===== config.mk =====
export PLATFORM = sky130hd
export DESIGN_NAME = mul16_shift_add
export DESIGN_NICKNAME = d
export VERILOG_FILES = /design/src/rtl/mul16_shift_add.sv
export SDC_FILE = /design/constraint.sdc
export NUM_CORES = 1
export LEC_CHECK = 0
export BUFFER_PORTS_ARGS = -buffer_cell sky130_fd_sc_hd__clkbuf_2
export CORE_MARGIN = 8
export CORE_UTILIZATION = 40
export DETAILED_ROUTE_END_ITERATION = 10
export PLACE_DENSITY_LB_ADDON = 0.15
export SLEW_MARGIN = 0
export SYNTH_ARGS = -nofsm -noshare
export SYNTH_HDL_FRONTEND = slang
export SYNTH_SLANG_ARGS = --single-unit

===== constraint.sdc =====
create_clock -name clk -period 2.1 [get_ports clk]
set_input_delay 0.105 -clock clk [delete_from_list [all_inputs] [get_ports clk]]
set_output_delay 0.105 -clock clk [all_outputs]
set_load 0.005 [all_outputs]

===== src/rtl/mul16_shift_add.sv =====
// Sequential 16x16 unsigned multiplier: radix-2 shift-and-add, one partial product per clock,
// with each partial sum formed by a 16-bit carry-lookahead adder (adder_CLA, defined below).
`timescale 1ns/1ps

module adder_CLA (
   input  logic [15:0] a,
   input  logic [15:0] b,
   input  logic        c_in,
   output logic [15:0] sum,
   output logic        c_out
);

   logic [15:0] g;
   logic [15:0] p;
   logic [15:0] c;
   logic [3:0]  gg;
   logic [3:0]  gp;
   logic [3:0]  gc;

   assign g = a & b;
   assign p = a ^ b;

   // Per-nibble group generate/propagate, and bit carries derived from each group's carry-in.
   genvar grp;
   generate
      for (grp = 0; grp < 4; grp++) begin : g_group
         assign gg[grp] = g[4*grp+3]
                        | (p[4*grp+3] & g[4*grp+2])
                        | (p[4*grp+3] & p[4*grp+2] & g[4*grp+1])
                        | (p[4*grp+3] & p[4*grp+2] & p[4*grp+1] & g[4*grp]);
         assign gp[grp] = &p[4*grp +: 4];

         assign c[4*grp]   = gc[grp];
         assign c[4*grp+1] = g[4*grp] | (p[4*grp] & gc[grp]);
         assign c[4*grp+2] = g[4*grp+1]
                           | (p[4*grp+1] & g[4*grp])
                           | (p[4*grp+1] & p[4*grp] & gc[grp]);
         assign c[4*grp+3] = g[4*grp+2]
                           | (p[4*grp+2] & g[4*grp+1])
                           | (p[4*grp+2] & p[4*grp+1] & g[4*grp])
                           | (p[4*grp+2] & p[4*grp+1] & p[4*grp] & gc[grp]);
      end
   endgenerate

   // Second lookahead level: every group carry is flattened directly from c_in.
   assign gc[0] = c_in;
   assign gc[1] = gg[0] | (gp[0] & c_in);
   assign gc[2] = gg[1] | (gp[1] & gg[0]) | (gp[1] & gp[0] & c_in);
   assign gc[3] = gg[2] | (gp[2] & gg[1]) | (gp[2] & gp[1] & gg[0])
                | (gp[2] & gp[1] & gp[0] & c_in);
   assign c_out = gg[3] | (gp[3] & gg[2]) | (gp[3] & gp[2] & gg[1])
                | (gp[3] & gp[2] & gp[1] & gg[0])
                | (gp[3] & gp[2] & gp[1] & gp[0] & c_in);

   assign sum = p ^ c;

endmodule

module mul16_shift_add (
   input  logic        clk,
   input  logic        rst_n,
   input  logic        in_valid,
   output logic        in_ready,
   input  logic [15:0] a,
   input  logic [15:0] b,
   output logic        out_valid,
   input  logic        out_ready,
   output logic [31:0] product
);

   typedef enum logic [1:0] {
      IDLE = 2'd0,
      BUSY = 2'd1,
      DONE = 2'd2
   } state_t;

   state_t      state;
   state_t      state_next;
   logic [15:0] mcand;
   logic [15:0] acc_hi;
   logic [15:0] acc_lo;
   logic [3:0]  cnt;
   logic [15:0] sum;
   logic        c_out;
   logic [15:0] nxt_hi;
   logic [15:0] nxt_lo;

   adder_CLA u_adder (
      .a     (acc_hi),
      .b     (mcand),
      .c_in  (1'b0),
      .sum   (sum),
      .c_out (c_out)
   );

   // The adder's carry-out becomes the new top bit, so the 32-bit accumulator never overflows.
   always_comb begin
      nxt_hi = acc_hi;
      nxt_lo = acc_lo;
      if (acc_lo[0]) begin
         {nxt_hi, nxt_lo} = {c_out, sum, acc_lo[15:1]};
      end else begin
         {nxt_hi, nxt_lo} = {1'b0, acc_hi, acc_lo[15:1]};
      end
   end

   always_ff @(posedge clk or negedge rst_n) begin
      if (!rst_n) begin
         state <= IDLE;
      end else begin
         state <= state_next;
      end
   end

   always_comb begin
      state_next = state;
      case (state)
         IDLE:    if (in_valid)     state_next = BUSY;
         BUSY:    if (cnt == 4'd15) state_next = DONE;
         DONE:    if (out_ready)    state_next = IDLE;
         default: state_next = IDLE;
      endcase
   end

   always_ff @(posedge clk or negedge rst_n) begin
      if (!rst_n) begin
         mcand   <= '0;
         acc_hi  <= '0;
         acc_lo  <= '0;
         cnt     <= '0;
         product <= '0;
      end else begin
         case (state)
            IDLE: begin
               if (in_valid) begin
                  mcand  <= a;
                  acc_lo <= b;
                  acc_hi <= '0;
                  cnt    <= '0;
               end
            end
            BUSY: begin
               acc_hi <= nxt_hi;
               acc_lo <= nxt_lo;
               cnt    <= cnt + 4'd1;
               if (cnt == 4'd15) begin
                  product <= {nxt_hi, nxt_lo};
               end
            end
            default: ;
         endcase
      end
   end

   assign in_ready  = (state == IDLE);
   assign out_valid = (state == DONE);

endmodule


; Word level (Yosys, flattened, before mapping)
; Cells that the tools add are included.
; W data, S select, Z words.
[word_totals]
ff_bits = 86
in_bits = 36
out_inout_bits = 34
elab_cells = 136
[classes]
add_sub_neg = 1
n_eq_ne = 6
n_mux = 12
bitwise = 102
reduce_logical = 9
[ops]
columns = op, count
row1 = $mux W16, 4
row2 = $pmux W16 S2, 2
row3 = $and A1 B1 Y1, 60
row4 = $or A1 B1 Y1, 39
row5 = $xor A16 B16 Y16, 2
row6 = $and A16 B16 Y16, 1
row7 = $reduce_and A4 Y1, 3
row8 = $pmux W4 S2, 1
row9 = $mux W2, 3
row10 = $pmux W2 S3, 1
row11 = $reduce_and A2 Y1, 3
row12 = $add A4 B1 Y4 const B, 1
row13 = $eq A4 B4 Y1 const B, 1
row14 = $mux W4, 1
row15 = $ne A2 B2 Y1 const B, 2
row16 = $reduce_and A3 Y1, 1
row17 = $eq A2 B1 Y1 const B, 1
row18 = $eq A2 B2 Y1 const B, 1
row19 = $logic_not A2 Y1, 1
row20 = $ne A2 B1 Y1 const B, 1
row21 = $reduce_bool A2 Y1, 1

; Logic depth before layout (Yosys ltp)
[depth]
ltp_word = 13
depth_mapped = 11

; Hierarchy
; From an unflattened synthesis, not the netlist that was laid out.
[hier_totals]
cells_unflattened = 403
hier_area_um2 = 4294.1
[by_module_without_submodules]
columns = mod, instances, cells_per_inst, area_per_inst_um2, seq_area_each_um2
row1 = mul16_shift_add, 1, 326, 3657.3, 2152.1
row2 = adder_CLA, 1, 77, 636.9, 0.0

; Worst setup path before layout
; OpenSTA, ideal clock, no wires.
[synth_path]
path_type = register to register
start = register mcand[3]
end = register product[24]
setup_time_ns = 0.134
t_arrival_ns = 2.037
setup_slack_ns = -0.070
path_stages_with_launch = 10
synth_period_minus_slack_ns = 2.170
cell_sequence = dfrtp_1 -> ha_1 -> a21oi_1 -> o22ai_1 -> a31o_2 -> fa_1 -> xnor2_1 -> nand2_1 -> o21ai_0 -> o21ai_0
[synth_between]
elab_chain_cells = 11
[synth_rtl]
columns = item, line
row1 = "start, declared", 79  ; logic [15:0] mcand;
row2 = "start signal, assigned", 127  ; mcand <= '0;
row3 = "start signal, assigned", 136  ; mcand <= a;
row4 = $xor A16 B16 Y16, 21  ; assign p = a ^ b;
row5 = "$and A1 B1 Y1, on equally long branches", "28, 29, 30"
row6 = "$or A1 B1 Y1, or another cell as far along", 28  ; | (p[4*grp+3] & g[4*grp+2])
row7 = $or A1 B1 Y1 or $and A1 B1 Y1 (tied branches), "29, 30"
row8 = $or A1 B1 Y1 *, 30  ; | (p[4*grp+3] & p[4*grp+2] & p[4*grp+1] & g[4*grp]);
row9 = $and A1 B1 Y1 *, 48  ; assign gc[2] = gg[1] | (gp[1] & gg[0]) | (gp[1] & gp[0] & c_in);
row10 = $or A1 B1 Y1 *, 48
row11 = $and A1 B1 Y1 *, 34  ; assign c[4*grp+1] = g[4*grp] | (p[4*grp] & gc[grp]);
row12 = $or A1 B1 Y1 *, 34
row13 = $xor A16 B16 Y16 *, 55  ; assign sum = p ^ c;
row14 = $mux W16 *, 100  ; if (acc_lo[0]) begin
row15 = "end signal, assigned", 147  ; product <= {nxt_hi, nxt_lo};
row16 = "end, declared", 68  ; output logic [31:0] product
; Every way passes the cells marked *; elsewhere a longest branch is shown, timed or not.
; A chain may end at the register's enable or synchronous reset.

; Final worst setup path
[layout_path]
start = register mcand[1]
end = register product[24]
[layout_between]
elab_chain_cells = 10
[layout_rtl]
columns = item, line
row1 = $and A16 B16 Y16 or $xor A16 B16 Y16 (tied branches), "20, 21"
row2 = "$and A1 B1 Y1, on equally long branches", "29, 30"
row3 = $or A1 B1 Y1 or $and A1 B1 Y1 (tied branches), "29, 30"
row4 = $or A1 B1 Y1 *, 30
row5 = $and A1 B1 Y1 *, 48
row6 = $or A1 B1 Y1 *, 48
row7 = $and A1 B1 Y1 *, 34
row8 = $or A1 B1 Y1 *, 34
row9 = $xor A16 B16 Y16 *, 55
row10 = $mux W16 *, 100
; Marks and branches as above.

==> results.cfg <==
[die]
fp.dieH_um = 117.8
core_mm2 = 0.01018
ios = 70
rows = 37
start_util_pct = 40.70
dieArea_mm2 = 0.01388
dieWidth_um = 117.8

[hold_path]
hold_path_depth = 3
worstHoldStart = b[11]
min_to = acc_lo[11]$_DFFE_PN0P_
hold_path.class = input pin to flip-flop

[timing]
final-hold-violation-count = 0
slew_headroom_pct = 70.99
period_minus_slack_ns = 2.161
maxSlewViolCount = 0
max_freq_ghz = 0.4628
rsz0062_at_grt = true
skew_ns = 0.01516
holdWs_ns = 0.01425
tightest_slew_ns = 0.4351
finalSetupViolCount = 12
setup_slack_ns = -0.06074
timing.setup.tns_ns = -0.4590
finalCritPeriodShare_pct = 102.9

[synthesis]
ys_seq_elements = 86
ys_seq_area_share_pct = 51.92
yosysUniqueCellTypes = 40
synthArstFlopShare_pct = 100.0
synth-edff-count = 0
syn_area_per_cell_um2 = 9.171
syn_area_mm2 = 0.004145
synthCells = 452
synth_ff_type = dfrtp_1
ys_warn_count = 0
syn-num-nets = 509

[outcome]
status = complete, but fails checks
violations = setup timing

[layout]
syn_to_final_growth_pct = 34.92
stdcell_count = 720
drive_gt1_share_pct = 27.91
n_fill_cell = 968
fin_nets = 636
antenna_cells = 0

[clocking]
cts_tree = yes
clockBufferDepth = 2
cts_num_sinks = 86
clk_latency_ns = 0.36
cts_max_level = 3
numCtsBuffers = 9
clockRootBuffer = clkbuf_8
clk_pin_slew_ns = 0.09

[global_route]
grt_overflow = 0
grt_pass1_vias = 3512
grt_pass1_wl_mm = 17.33
grt_usage_pct = 15.14
antenna_found_initial = 0
grt_max_degree = 40

[drt]
postRouteWirelength_mm = 10.31
drtIter0Drc = 133
drtAntennaViolNets = 0
drc_errors = 0
wl_per_cell_um = 14.32
viasPerCell = 4.888
first_pass_iters = 4
vias = 3519

[worst_setup_path]
cp.arrival_ns = 2.40
critical_path_class = flip-flop to flip-flop
r2r_end = product[24]$_DFFE_PN0P_
worst_setup_path_start_kind = flip-flop
crit_required_ns = 2.34
rr_startpoint = mcand[1]$_DFFE_PN0P_
critical_path.startpoint = mcand[1]$_DFFE_PN0P_
rrSetupSlack_ns = -0.06
path_max_fanout = 3
rr_worst_depth = 10
setup.worst_path.end_class = flip-flop

[placed_design]
place_hpwl_mm = 7.181
place_inst = 674
gp_congestion = 0.7708
portBuffers = 69

[job]
drv_cap = 0

[power]
ir_drop_mv = 0.7511
p_leak_nw = 2.722
power.density_mw_per_mm2 = 1702
## Yosys cell counts (all sizes together) (3+ instances only)
master,number,area share (%)
nor2,38,3.4
mux2i,9,2.2
a31oi,4,0.75
o21ai,45,5.4
nand4,4,0.60
nor2b,4,0.60
ha,17,5.1
inv,7,0.63
nand3,18,2.2
o22ai,16,2.4
buf,5,0.60
clkbuf,21,1.9
fa,4,1.9
nand2,124,11
dfrtp,86,52
xnor2,11,2.3
nor3b,3,0.54
a21oi,14,1.8
## worst max path at each step
stage | to | slack, ns
after floorplan | product[28]$_DFFE_PN0P_ | 0.005
after global placement | acc_hi[11]$_DFFE_PN0P_ | -0.11
after detailed placement | acc_hi[11]$_DFFE_PN0P_ | -0.17
after CTS | product[19]$_DFFE_PN0P_ | -0.11
after global routing | acc_hi[3]$_DFFE_PN0P_ | -0.22
final | product[24]$_DFFE_PN0P_ | -0.06
## sequential cells by signal, indices dropped and copies added (netlist names)
register,cells
acc_lo,16
cnt,4
state,2
acc_hi,16
mcand,16
product,32
## critical path: stages (launching register included)
cell	delay, ns
dfrtp_1	0.39
ha_1	0.30
a21oi_2	0.18
buf_4	0.15
o22ai_4	0.08
a31o_2	0.22
fa_2	0.35
xnor2_2	0.13
nand2_1	0.08
o21ai_2	0.08
o21ai_1	0.08
## cell families (layout without fill, tap and decap cells)
| logic type | Yosys count | in the layout | synth area share, % |
|---|---|---|---|
| AOI/OAI and AO/OA | 88 | 88 | 12.44 |
| xor gates and xnor gates | 12 | 12 | 2.535 |
| adders and majority gates | 21 | 21 | 7.063 |
| buffers and inverters | 33 | 165 | 3.140 |
| DFF | 86 | 86 | 51.92 |
| muxes | 11 | 11 | 2.717 |
| and+or+nand+nor | 201 | 201 | 20.19 |
## layout make-up
cell class | count | area, um2 | share of cell area [%]
clock inverters | 6 | 93.84 | 1.678
repair buffers | 142 | 987.2 | 17.65
clock buffers | 10 | 127.6 | 2.282
flip-flops and latches | 86 | 2152 | 38.48
multi-input cells | 333 | 2036 | 36.40
well taps | 136 | 170.2 | 3.043
inverters | 7 | 26.28 | 0.4698
## metal layers
metal  GRT usage [%]  vias up  share of wire (%)
li1                -     1800                  -
met1           19.37     1666                 47
met2           24.40       43                 48
met3           4.077       10                3.5
met4           4.804        0                1.5
met5               0        -                  0
## what timing repair did
item | 4_1_cts | 5_1_grt
gates resized for setup | 22 | 19
hold buffers | 25 | 0
endpoints found under the setup margin | 13 | 23
endpoints found under the hold margin | 50 | 0
buffers inserted | 4 | 2
pin swaps | 11 | 13
## where the power goes
group	switching, mW	internal, mW
sequential	0.558	2.45
combinational	2.59	2.62
clock	0.624	0.679
## cells in the final DEF, fill, tap and decap left out, drive strengths merged, types with 2 or more instances in the layout
| cell | count |
|---|---|
| buf | 49 |
| o21ai | 45 |
| nand4 | 4 |
| nor2 | 38 |
| o22ai | 16 |
| nand2b | 2 |
| fa | 4 |
| dfrtp | 86 |
| a31oi | 4 |
| nor2b | 4 |
| nand2 | 124 |
| nand4b | 2 |
| dlygate4sd3 | 25 |
| ha | 17 |
| inv | 8 |
| bufinv | 2 |
| nor3b | 3 |
| o21a | 2 |
| mux2i | 9 |
| mux2 | 2 |
| and2 | 2 |
| clkbuf | 78 |
| clkinv | 2 |
| nand3 | 18 |
| xnor2 | 11 |
| a21oi | 14 |
## stage by stage
step	worst slack, ns	area [um2]	total power, mW	utilization, %
6_report	-0.06074	5593	9.517	54.91
5_1_grt	-0.2209	5593	10.40	54.91
4_1_cts	-0.1058	5509	9.279	54.09
3_5_place_dp	-0.1655	4937	7.613	48.48
3_3_place_gp	-0.1065	4937	7.483	48.48
2_1_floorplan	0.004643	4173	5.910	-
Note: power is estimated with default switching activity, not from simulation.
